[src/rtl/inst_prefetch_queue.sv]
// Instruction prefetch queue: fetches sequential ROM words into a small FIFO
// ahead of decode, flushing on redirect.
module inst_prefetch_queue #(
  parameter int              DEPTH    = 4,
  parameter int              PC_W     = 8,
  parameter logic [PC_W-1:0] RESET_PC = '0
) (
  input  logic            clk,
  input  logic            rst,
  input  logic            redirect,
  input  logic [PC_W-1:0] redirect_pc,
  output logic [PC_W-1:0] rom_addr,
  input  logic [31:0]     rom_instr,
  output logic            out_valid,
  input  logic            out_ready,
  output logic [PC_W-1:0] out_pc,
  output logic [31:0]     out_instr,
  output logic            full,
  output logic            empty
);

  localparam int PTR_W = $clog2(DEPTH);
  localparam int CNT_W = PTR_W + 1;
  localparam logic [CNT_W-1:0] LP_FULL = CNT_W'(DEPTH);

  logic [PC_W-1:0]  r_fetch_pc;
  logic [PTR_W-1:0] r_head;
  logic [PTR_W-1:0] r_tail;
  logic [CNT_W-1:0] r_count;
  logic [PC_W-1:0]  r_pc_mem [DEPTH];
  logic [31:0]      r_instr_mem [DEPTH];

  logic w_full;
  logic w_empty;
  logic w_push;
  logic w_pop;

  assign w_full  = (r_count == LP_FULL);
  assign w_empty = (r_count == '0);

  // A full queue never pushes, even when the head leaves this cycle.
  assign w_push = !redirect && !w_full;
  assign w_pop  = !redirect && !w_empty && out_ready;

  assign rom_addr  = r_fetch_pc;
  assign full      = w_full;
  assign empty     = w_empty;
  assign out_valid = !w_empty;
  assign out_pc    = w_empty ? '0 : r_pc_mem[r_head];
  assign out_instr = w_empty ? 32'h0 : r_instr_mem[r_head];

  always_ff @(posedge clk) begin
    if (rst) begin
      r_fetch_pc <= RESET_PC;
      r_head     <= '0;
      r_tail     <= '0;
      r_count    <= '0;
    end else if (redirect) begin
      r_fetch_pc <= redirect_pc;
      r_head     <= '0;
      r_tail     <= '0;
      r_count    <= '0;
    end else begin
      if (w_push) begin
        r_fetch_pc <= r_fetch_pc + PC_W'(1);
        r_tail     <= r_tail + PTR_W'(1);
      end
      if (w_pop) begin
        r_head <= r_head + PTR_W'(1);
      end
      unique case (1'b1)
        (w_push && !w_pop): r_count <= r_count + CNT_W'(1);
        (w_pop && !w_push): r_count <= r_count - CNT_W'(1);
        default:            r_count <= r_count;
      endcase
    end
  end

  // Payload storage needs no reset; validity is tracked by r_count.
  always_ff @(posedge clk) begin
    if (!rst && w_push) begin
      r_pc_mem[r_tail]    <= r_fetch_pc;
      r_instr_mem[r_tail] <= rom_instr;
    end
  end

endmodule
[config.mk]
export PLATFORM = sky130hd
export DESIGN_NAME = inst_prefetch_queue
export DESIGN_NICKNAME = d
export VERILOG_FILES = /design/src/rtl/inst_prefetch_queue.sv
export SDC_FILE = /design/constraint.sdc
export NUM_CORES = 1
export LEC_CHECK = 0
export CORE_MARGIN = 4
export CORE_UTILIZATION = 40
export CTS_CLUSTER_DIAMETER = 120
export DETAILED_ROUTE_END_ITERATION = 16
export DONT_BUFFER_PORTS = 1
export PLACE_DENSITY_LB_ADDON = 0.05
export SYNTH_ARGS = -nofsm -noshare
export SYNTH_HDL_FRONTEND = slang
export SYNTH_SLANG_ARGS = --single-unit
[constraint.sdc]
create_clock -name clk -period 2.75 [get_ports clk]
set_input_delay 0.275 -clock clk [delete_from_list [all_inputs] [get_ports clk]]
set_output_delay 0.275 -clock clk [all_outputs]
set_load 0.1 [all_outputs]
==> flow_summary.json <==
{
  "worst_setup_path_start_kind": "flop",
  "yosysTopAreaCellShare": 0.692,
  "grt_pass1_vias": 3711,
  "pre_cts_ws_ns": 0.383,
  "crit_arrival_ns": 2.20,
  "ioPinCount": 95,
  "start_util": 0.413,
  "synth.avg_cell_area_um2": 19.1,
  "fin_crit_sh": 0.898,
  "wl_met3_um": 632,
  "cts_buffer_depth": 2,
  "place_congestion": 0.704,
  "cts.clk_slew.worst_paths_ns": 0.07,
  "port_buffers": 0,
  "wl_met1_um": 5940,
  "gr-usage-all-layers": 0.143,
  "drtIter0Drc": 148,
  "place_area_um2": 7790,
  "dr.max_layer_used": "met4",
  "final_cell_area_um2": 8700,
  "drtPass1Iterations": 4,
  "critPathMaxFanout": 22,
  "tightest_slew_ns": 0.826,
  "cts_made_buffers": 17,
  "yosys_warnings": 0,
  "wl_um": 13600,
  "required_ns": 2.48,
  "route.vias.total": 3519,
  "slew_headroom": 0.449,
  "fin_setup_tns_ns": 0,
  "grt.overflow.total": 0,
  "r2r-end": "r_count[2]$_SDFFE_PP0P_",
  "fin_nets": 508,
  "synth_cell_types": 37,
  "area_growth_pct": 25.3,
  "setup_violations": 0,
  "cts_resized": 0,
  "drive_gt1_frac": 0.385,
  "hold_violations": 0,
  "worst_slack_ns": 0.280,
  "crit_path_end": "out_instr[13]",
  "peakVddDrop_mv": 0.411,
  "dp_hpwl_um": 8250,
  "netlist_top_cells_area": "edfxtp_1 69%, mux4_2 13%, dfxtp_1 4.9%",
  "row_count": 47,
  "power_density_nw_per_um2": 685,
  "syn_inst": 363,
  "r2r_start": "r_count[2]$_SDFFE_PP0P_",
  "fmax_ghz": 0.405,
  "antenna_found_initial": 1,
  "cts_setup_buffers": 0,
  "die-area_um2": 19500,
  "clk_latency_ns": 0.43,
  "yosys.area.top_type": "edfxtp_1",
  "htree_levels": 4,
  "reg2reg_slack_ns": 0.38,
  "wl_met2_um": 6920,
  "fin_crit_ns": 2.47,
  "postRouteAntennaNets": 0,
  "yosysSeqAreaShare": 0.741,
  "status": "complete, no violations",
  "post-route-util": 0.517,
  "viasPerCell": 5.09,
  "synth-seq-cells": 177,
  "grt_max_degree": 41,
  "grt_pass1_wl_um": 21000,
  "skew_ns": 0.0121,
  "syn_area_um2": 6940,
  "cts_root_buffer": "clkbuf_16",
  "die_x_um": 140,
  "cp-end-kind": "output port",
  "route.detailed.drc": 0,
  "die_y_um": 140,
  "hp-class": "in -> reg",
  "p_leak_nw": 2.88,
  "core_area_um2": 16800,
  "syn_nets": 414,
  "wl_per_cell_um": 19.7,
  "rsz0062_at_grt": "no",
  "reg2regPathDepth": 8,
  "crit_type": "reg -> out",
  "cap_violations": 0,
  "slew_viol_final": 0,
  "cts_tree": "done",
  "cts_sinks": 177
}
-- registers in the layout, summed over array words and instances (netlist names), named ones only --
| name | count |
|---|---|
| r_pc_mem | 32 |
| rom_addr | 8 |
| r_count | 3 |
| r_tail | 2 |
| r_instr_mem | 128 |
| r_head | 2 |
-- cell type report --
type	count	area, µm²
antenna	1	2.50
timing repair buffer	94	883
clock buffer	17	425
clock inverter	15	141
sequential	177	5150
inverter	10	40.0
tap	220	275
multi-input combinational	157	1780
fill	1393	8120
-- worst max-delay path, stage by stage, from the launching register on --
cell     delay, ns
dfxtp_4       0.55
buf_12        0.27
mux4_2        0.52
nor2b_2       0.18
buf_4         0.26
-- power breakdown --
part	internal (W)	switching (W)
clock network	0.00120	0.00108
registers	0.00300	0.0000245
logic	0.000182	0.000468
-- worst min-delay path by stage --
stage              startpoint  cells after the start  slack, ns                          end
2_1_floorplan    rom_instr[0]                      0       0.37  r_instr_mem[0][0]$_DFFE_PP_
3_3_place_gp              rst                      1       0.35     rom_addr[2]$_SDFFE_PP0P_
3_5_place_dp              rst                      1       0.35     rom_addr[5]$_SDFFE_PP0P_
4_1_cts        redirect_pc[2]                      2      0.005     rom_addr[2]$_SDFFE_PP0P_
5_1_grt        redirect_pc[4]                      2      0.008     rom_addr[4]$_SDFFE_PP0P_
6_report       redirect_pc[4]                      2       0.02     rom_addr[4]$_SDFFE_PP0P_
-- Yosys cell counts --
master,count
xnor2_1,2
buf_6,1
inv_1,9
and3b_1,1
edfxtp_1,160
nor4b_1,1
or3b_1,1
nor2_1,14
buf_4,1
or2_2,1
a311oi_1,6
o31ai_1,2
xor2_1,4
o21ai_0,2
or4_1,2
o311ai_0,1
fa_1,1
o21ai_1,2
o22ai_1,1
or3_1,4
clkbuf_1,13
or4b_1,1
o211ai_1,1
nand2_1,7
dfxtp_1,17
inv_4,1
nand4_1,1
mux4_2,40
nor3_1,1
a21oi_1,4
nor2b_1,40
and3_1,4
ha_1,6
nand3_1,4
buf_2,4
nor4_1,1
o31a_1,2
-- metal layers --
layer	vias to the layer above	track usage
met5	-	0
met4	0	0.0428
met3	14	0.0467
met2	79	0.236
met1	1797	0.183
li1	1629	-
-- cell usage in the layout, fill, tap and decap left out, drive strengths merged, types with 6 or more instances in the layout --
cell,count
a311oi,6
buf,59
clkbuf,18
dfxtp,17
dlygate4sd3,34
edfxtp,160
ha,6
inv,19
mux4,40
nand2,7
nor2,14
nor2b,40
-- logic make-up (layout without fill, tap and decap cells) --
kind of cell | count (synthesis) | after routing | share of synthesized area
buffers and inverters | 29 | 136 | 0.0184
flip-flops | 177 | 177 | 0.741
adder cells (fa/ha/maj) | 7 | 7 | 0.0137
AO/OA/AOI/OAI | 21 | 21 | 0.0213
AND/OR/NAND/NOR | 83 | 83 | 0.0683
other | 0 | 1 | 0
XOR/XNOR | 6 | 6 | 0.00757
multiplexers | 40 | 40 | 0.130
-- what timing repair did --
| action | CTS | global route |
|---|---|---|
| hold buffers | 34 | 0 |
| endpoints found under the setup margin | 0 | 0 |
| endpoints found under the hold margin | 135 | 0 |
-- per-stage QoR --
stage          power [W]  hold WS, ns  instances
2_1_floorplan    0.00353        0.374        363
3_3_place_gp     0.00368        0.349        624
4_1_cts          0.00604      0.00478        690
5_1_grt          0.00618      0.00809        691
6_report         0.00595       0.0213        691
3_5_place_dp     0.00368        0.351        624
Note: power is estimated with default switching activity, not from simulation.
